--- src/rtl/spi_pkg.sv ---
// spi_pkg: shared types and helpers for the SPI receive path.
// Provides the receiver state encoding and sample-edge selection.
package spi_pkg;

  typedef enum logic [1:0] {
    WAIT_IDLE,
    IDLE,
    ACTIVE
  } rx_state_t;

  // Rising edge samples when CPOL == CPHA.
  function automatic logic sample_on_rise(
    input logic cpol,
    input logic cpha
  );
    return cpol == cpha;
  endfunction

endpackage

--- src/rtl/sync_fifo.sv ---
// sync_fifo: single-clock word FIFO, count-based full/empty.
// Ports: push/wdata/full in, pop/rdata/empty out, count = words held.
module sync_fifo #(
  parameter int WIDTH = 8,
  parameter int DEPTH = 4
) (
  input  logic                   clk,
  input  logic                   reset_n,
  input  logic                   push,
  input  logic [WIDTH-1:0]       wdata,
  output logic                   full,
  input  logic                   pop,
  output logic [WIDTH-1:0]       rdata,
  output logic                   empty,
  output logic [$clog2(DEPTH):0] count
);

  localparam int AW = $clog2(DEPTH);

  logic [WIDTH-1:0] mem [DEPTH];
  logic [AW-1:0]    wp;
  logic [AW-1:0]    rp;
  logic [AW:0]      cnt;
  logic             do_push;
  logic             do_pop;

  assign empty = (cnt == '0);
  assign full  = (cnt == (AW+1)'(DEPTH));
  assign count = cnt;
  assign rdata = mem[rp];

  // A pop in the same cycle frees the slot a full-FIFO push needs.
  assign do_pop  = pop & ~empty;
  assign do_push = push & (~full | do_pop);

  always_ff @(posedge clk or negedge reset_n) begin
    if (!reset_n) begin
      for (int i = 0; i < DEPTH; i++) begin
        mem[i] <= '0;
      end
      wp  <= '0;
      rp  <= '0;
      cnt <= '0;
    end else begin
      if (do_push) begin
        mem[wp] <= wdata;
        wp      <= wp + AW'(1);
      end
      if (do_pop) begin
        rp <= rp + AW'(1);
      end
      case ({do_push, do_pop})
        2'b10:   cnt <= cnt + (AW+1)'(1);
        2'b01:   cnt <= cnt - (AW+1)'(1);
        default: cnt <= cnt;
      endcase
    end
  end

endmodule

--- src/rtl/spi_word_rx.sv ---
// spi_word_rx: oversampled SPI word receiver with FIFO and error flags.
// Ports: sck/sdi/cs pins in; rx_data/rx_valid/rx_ready out; frame_err, overflow, busy.
module spi_word_rx
  import spi_pkg::*;
#(
  parameter int WIDTH     = 8,
  parameter int DEPTH     = 4,
  parameter bit CPOL      = 1'b0,
  parameter bit CPHA      = 1'b0,
  parameter bit LSB_FIRST = 1'b0
) (
  input  logic             clk,
  input  logic             reset_n,
  input  logic             sck,
  input  logic             sdi,
  input  logic             cs,
  output logic [WIDTH-1:0] rx_data,
  output logic             rx_valid,
  input  logic             rx_ready,
  output logic             frame_err,
  output logic             overflow,
  input  logic             clear_ovf,
  output logic             busy
);

  localparam bit RISE = sample_on_rise(CPOL, CPHA);
  localparam int CW   = $clog2(WIDTH);
  localparam int NW   = $clog2(DEPTH) + 1;

  logic [2:0] sck_q;
  logic [1:0] sdi_q;
  logic [1:0] cs_q;

  // cs resets high so a frame live at reset release is not mistaken
  // for idle before the synchroniser has filled.
  always_ff @(posedge clk or negedge reset_n) begin
    if (!reset_n) begin
      sck_q <= {3{CPOL}};
      sdi_q <= '0;
      cs_q  <= 2'b11;
    end else begin
      sck_q <= {sck_q[1:0], sck};
      sdi_q <= {sdi_q[0], sdi};
      cs_q  <= {cs_q[0], cs};
    end
  end

  logic sck_s;
  logic sck_p;
  logic sdi_s;
  logic cs_s;
  logic samp;

  assign sck_s = sck_q[1];
  assign sck_p = sck_q[2];
  assign sdi_s = sdi_q[1];
  assign cs_s  = cs_q[1];
  assign samp  = RISE ? (sck_s & ~sck_p) : (~sck_s & sck_p);

  rx_state_t        state_q;
  rx_state_t        state_d;
  logic [CW-1:0]    cnt_q;
  logic [CW-1:0]    cnt_d;
  logic [WIDTH-1:0] sh_q;
  logic [WIDTH-1:0] sh_d;
  logic [WIDTH-1:0] sh_nx;
  logic             push;
  logic             ferr_d;
  logic             ferr_q;
  logic             ovf_q;

  assign sh_nx = LSB_FIRST ? {sdi_s, sh_q[WIDTH-1:1]}
                           : {sh_q[WIDTH-2:0], sdi_s};

  always_comb begin
    state_d = state_q;
    cnt_d   = cnt_q;
    sh_d    = sh_q;
    push    = 1'b0;
    ferr_d  = 1'b0;
    unique case (state_q)
      WAIT_IDLE: begin
        if (!cs_s) state_d = IDLE;
      end
      IDLE: begin
        cnt_d = '0;
        if (cs_s) state_d = ACTIVE;
      end
      ACTIVE: begin
        if (!cs_s) begin
          state_d = IDLE;
          ferr_d  = (cnt_q != '0);
          cnt_d   = '0;
          sh_d    = '0;
        end else if (samp) begin
          sh_d = sh_nx;
          if (cnt_q == CW'(WIDTH - 1)) begin
            push  = 1'b1;
            cnt_d = '0;
          end else begin
            cnt_d = cnt_q + CW'(1);
          end
        end
      end
      default: state_d = WAIT_IDLE;
    endcase
  end

  logic          full;
  logic          empty;
  logic          pop_ok;
  logic          drop;
  logic [NW-1:0] unused_cnt;

  assign pop_ok = rx_ready & ~empty;
  assign drop   = push & full & ~pop_ok;

  always_ff @(posedge clk or negedge reset_n) begin
    if (!reset_n) begin
      state_q <= WAIT_IDLE;
      cnt_q   <= '0;
      sh_q    <= '0;
      ferr_q  <= 1'b0;
      ovf_q   <= 1'b0;
    end else begin
      state_q <= state_d;
      cnt_q   <= cnt_d;
      sh_q    <= sh_d;
      ferr_q  <= ferr_d;
      if (drop) begin
        ovf_q <= 1'b1;
      end else if (clear_ovf) begin
        ovf_q <= 1'b0;
      end
    end
  end

  sync_fifo #(
    .WIDTH (WIDTH),
    .DEPTH (DEPTH)
  ) u_fifo (
    .clk     (clk),
    .reset_n (reset_n),
    .push    (push),
    .wdata   (sh_nx),
    .full    (full),
    .pop     (rx_ready),
    .rdata   (rx_data),
    .empty   (empty),
    .count   (unused_cnt)
  );

  assign rx_valid  = ~empty;
  assign frame_err = ferr_q;
  assign overflow  = ovf_q;
  assign busy      = (state_q == ACTIVE);

endmodule

--- config.mk ---
export PLATFORM = sky130hd
export DESIGN_NAME = spi_word_rx
export DESIGN_NICKNAME = d
export VERILOG_FILES = /design/src/rtl/spi_pkg.sv /design/src/rtl/sync_fifo.sv /design/src/rtl/spi_word_rx.sv
export SDC_FILE = /design/constraint.sdc
export NUM_CORES = 1
export LEC_CHECK = 0
export BUFFER_PORTS_ARGS = -buffer_cell sky130_fd_sc_hd__buf_2
export CAP_MARGIN = 40
export CORE_ASPECT_RATIO = 1.25
export CORE_UTILIZATION = 45
export CTS_BUF_LIST = sky130_fd_sc_hd__clkbuf_4 sky130_fd_sc_hd__clkbuf_8
export CTS_CLUSTER_SIZE = 8
export DETAILED_ROUTE_END_ITERATION = 16
export SKIP_LAST_GASP = 1
export SYNTH_ARGS = -nofsm -noshare
export SYNTH_HDL_FRONTEND = slang
export SYNTH_SLANG_ARGS = --single-unit
--- constraint.sdc ---
create_clock -name clk -period 6.09 [get_ports clk]
set_input_delay 1.827 -clock clk [delete_from_list [all_inputs] [get_ports clk]]
set_output_delay 1.827 -clock clk [all_outputs]
set_load 0.05 [all_outputs]
==> summary.md <==
| Metric | Value |
|---|---|
| Arrival @ worst endpoint | around 1.9 ns |
| Status | finished clean |
| Seq/Total Area, Yosys | 0.534 |
| First-pass GRT wire length | about 8400 um |
| RSZ-0062 raised after global routing | no |
| LEAKAGE | 1.58 nW |
| Vias | 1,695 |
| Crit share post-route | 0.618 |
| Antenna viol nets, final | 0 |
| Crit path largest cell delay | between 0.7 and 0.8 ns |
| Ys async rst share | 1.00 |
| Syn Inst Count | just over 200 |
| GR Overflow Total | 0 |
| GPL Wtd Cong | about 0.74 |
| Worst Tran Pin Value | around 0.74 ns |
| Die width | approximately 73 um |
| Chip Height | roughly 90 um |
| Worst min path class | reg -> reg |
| Mapped Nets | 226 |
| Clock slew at reported path FFs | about 0.060 ns |
| Syn Area/Cell | 13.7 sq um |
| Post-CTS Setup Bufs | 0 |
| Fin area | 3180 sq um |
| Synth Register Bits | 60 |
| TritonCTS buffer count | 9 |
| Maximum number of pins on one net before global-route repair | 61 |
| Post-cts sizing count | 0 |
| Top-area cell type share of the netlist area | 0.515 |
| WHS | 0.348 ns |
| Synthesis Warnings | 0 |
| Cell Chain, Critical Path | mux4_2, buf_2 |
| Finished Layout Cells | between 300 and 400 |
| Share of layout cells above drive strength 1 | 0.379 |
| Die ar. | between 6000 and 7000 sq um |
| Slew Viols, Final | 0 |
| Ranking of synthesized cells by instance count | dfrtp_1 (58), mux2_2 (33), inv_1 (14), ha_1 (12), nor2_1 (10) |
| Crit. End Element | primary output |
| Synth area leaders | dfrtp_1 (52%), mux2_2 (13%), mux4_2 (6.4%) |
| Min cycle time layout | 3.76 ns |
| DP Wirelength | 3140 um |
| Number of synthesized flops with an enable pin | 0 |
| Placement row count | 31 |
| DRC | 0 |
| Fillers | slightly above 500 |
| TNS Setup | 0 ns |
| Fmax | roughly 270 MHz |
| Slew HR | 0.505 |
| Setup ws final | about 2.3 ns |
| Placeable Area | 5930 sq um |
| P&R area growth vs syn | 12.8% |
| Post-Place Cell Area | ~3000 sq um |
| DRT iter0 DRCs | 66 |
| H-tree levels | 3 |
| Num ports | 19 |
| Final Hold Fails | 0 |
| Power Density | 349 nW/um^2 |
| Pre-CTS setup slack | ~2.4 ns |
| Antenna violations before repair | 0 |
| Initial Utilization | 0.475 |
| MaxCap Viol Count | 0 |
| Hold_buf cts | 0 |
| Setup Viol. Count Final | 0 |
| Per-cell routed wire length | 15.6 um |
| Most frequent cell after synthesis | dfrtp_1 |
| Total global-route track usage | 0.172 |
| Final core area utilization | 0.535 |
| Fin nets | 250 |
| Setup Skew | between 0.009 and 0.01 ns |
| Yosys cell types | between 40 and 50 |
| # port buffers | 18 |
| Max stage delay cell, worst path | dfrtp_1 |
| Worst-case clock buffer depth | 2 |
| Cells after DPL | between 300 and 400 |
| Vias in the first global route | ~1,700 |
| Total Power | 1.11 mW |
| Critical path class | reg -> out |
| Sink Count | 60 |
| Maximum fanout along the worst path | 10 |
| Routed WL | between 4000 and 5000 um |
| Vias per cell | around 5.3 |
| Largest area contributor in the netlist | dfrtp_1 |
| Drt pass-1 iters | 4 |
| Critical path required time | around 4.3 ns |
| CTS root buffer | clkbuf_8 |
| Mapped cell area | about 2800 sq um |
| Primary FF master, synth | dfrtp_1 |
| Peak supply drop | approximately 0.00017 V |
| Worst-Skew Late Latency | between 0.3 and 0.4 ns |
| Diodes inserted | 0 |
| Crit path launch type | flip-flop |
| TritonCTS clock tree | built |
-- critical path: cells and delay by family (launching register included) --
kind	cells	cell delay, ns
muxes	1	0.60
buffers and inverters	1	0.23
DFF	1	0.79
-- where the power goes --
group | internal [mW] | total, mW | switching [mW]
Clock | 0.182 | 0.327 | 0.144
Sequential | 0.446 | 0.548 | 0.102
Combinational | 0.118 | 0.234 | 0.116
-- path summary, 6_finish.rpt --
check                              from         endpoint  slack, ns  cells past startpoint
hold reg to reg                sdi_q[0]         sdi_q[1]       0.35                      0
setup reg to reg             state_q[0]  u_fifo.count[1]       3.19                     10
setup / recovery           u_fifo.rp[0]       rx_data[1]       2.33                      2
hold / removal                 sdi_q[0]         sdi_q[1]       0.35                      0
min in group asynchronous       reset_n   u_fifo.mem[16]       1.65                      2
max in group asynchronous       reset_n     u_fifo.wp[1]       3.95                      2
-- layout by cell type, fill, tap and decap left out, types with 2 or more instances in the layout --
cell type	instances
ha_1	12
dfrtp_1	58
a22oi_1	7
or4_2	2
nand2_4	2
nor2_1	10
o2bb2ai_1	7
mux2_2	33
clkbuf_8	11
nand2_1	6
dfstp_2	2
nand2_2	2
inv_1	14
a22o_1	4
mux2i_1	2
clkinv_2	2
mux4_2	8
clkbuf_4	3
buf_2	18
xnor2_1	3
nand2b_1	2
o21ai_0	7
-- layout make-up --
| class | count | area, sq um | area share |
|---|---|---|---|
| clock buffer | 14 | 174 | 0.0548 |
| clock inverter | 2 | 10.0 | 0.00315 |
| inverter | 15 | 56.3 | 0.0177 |
| multi-input combinational | 125 | 1230 | 0.388 |
| sequential | 60 | 1500 | 0.474 |
| tap | 82 | 103 | 0.0323 |
| timing repair buffer | 19 | 97.6 | 0.0307 |
-- per-layer routing --
layer,wire length (um),vias up,GRT usage
met5,0,-,0
met4,126,0,0.0850
met3,161,11,0.0480
met2,2440,31,0.264
met1,2210,853,0.221
li1,-,800,-
-- logic make-up after synthesis --
family / synth area share
muxes: 0.207
buffers and inverters: 0.0289
xor gates and xnor gates: 0.00933
AOI/OAI and AO/OA: 0.0902
DFF: 0.534
adders and majority gates: 0.0604
and+or+nand+nor: 0.0702
-- registers in the layout, summed over array words and instances (netlist names) --
register,flops
sh_q,7
overflow,1
frame_err,1
u_fifo.mem,32
sck_q,3
u_fifo.wp,2
state_q,2
u_fifo.count,3
sdi_q,2
cnt_q,3
cs_q,2
u_fifo.rp,2
(Power assumes the default switching activity.)
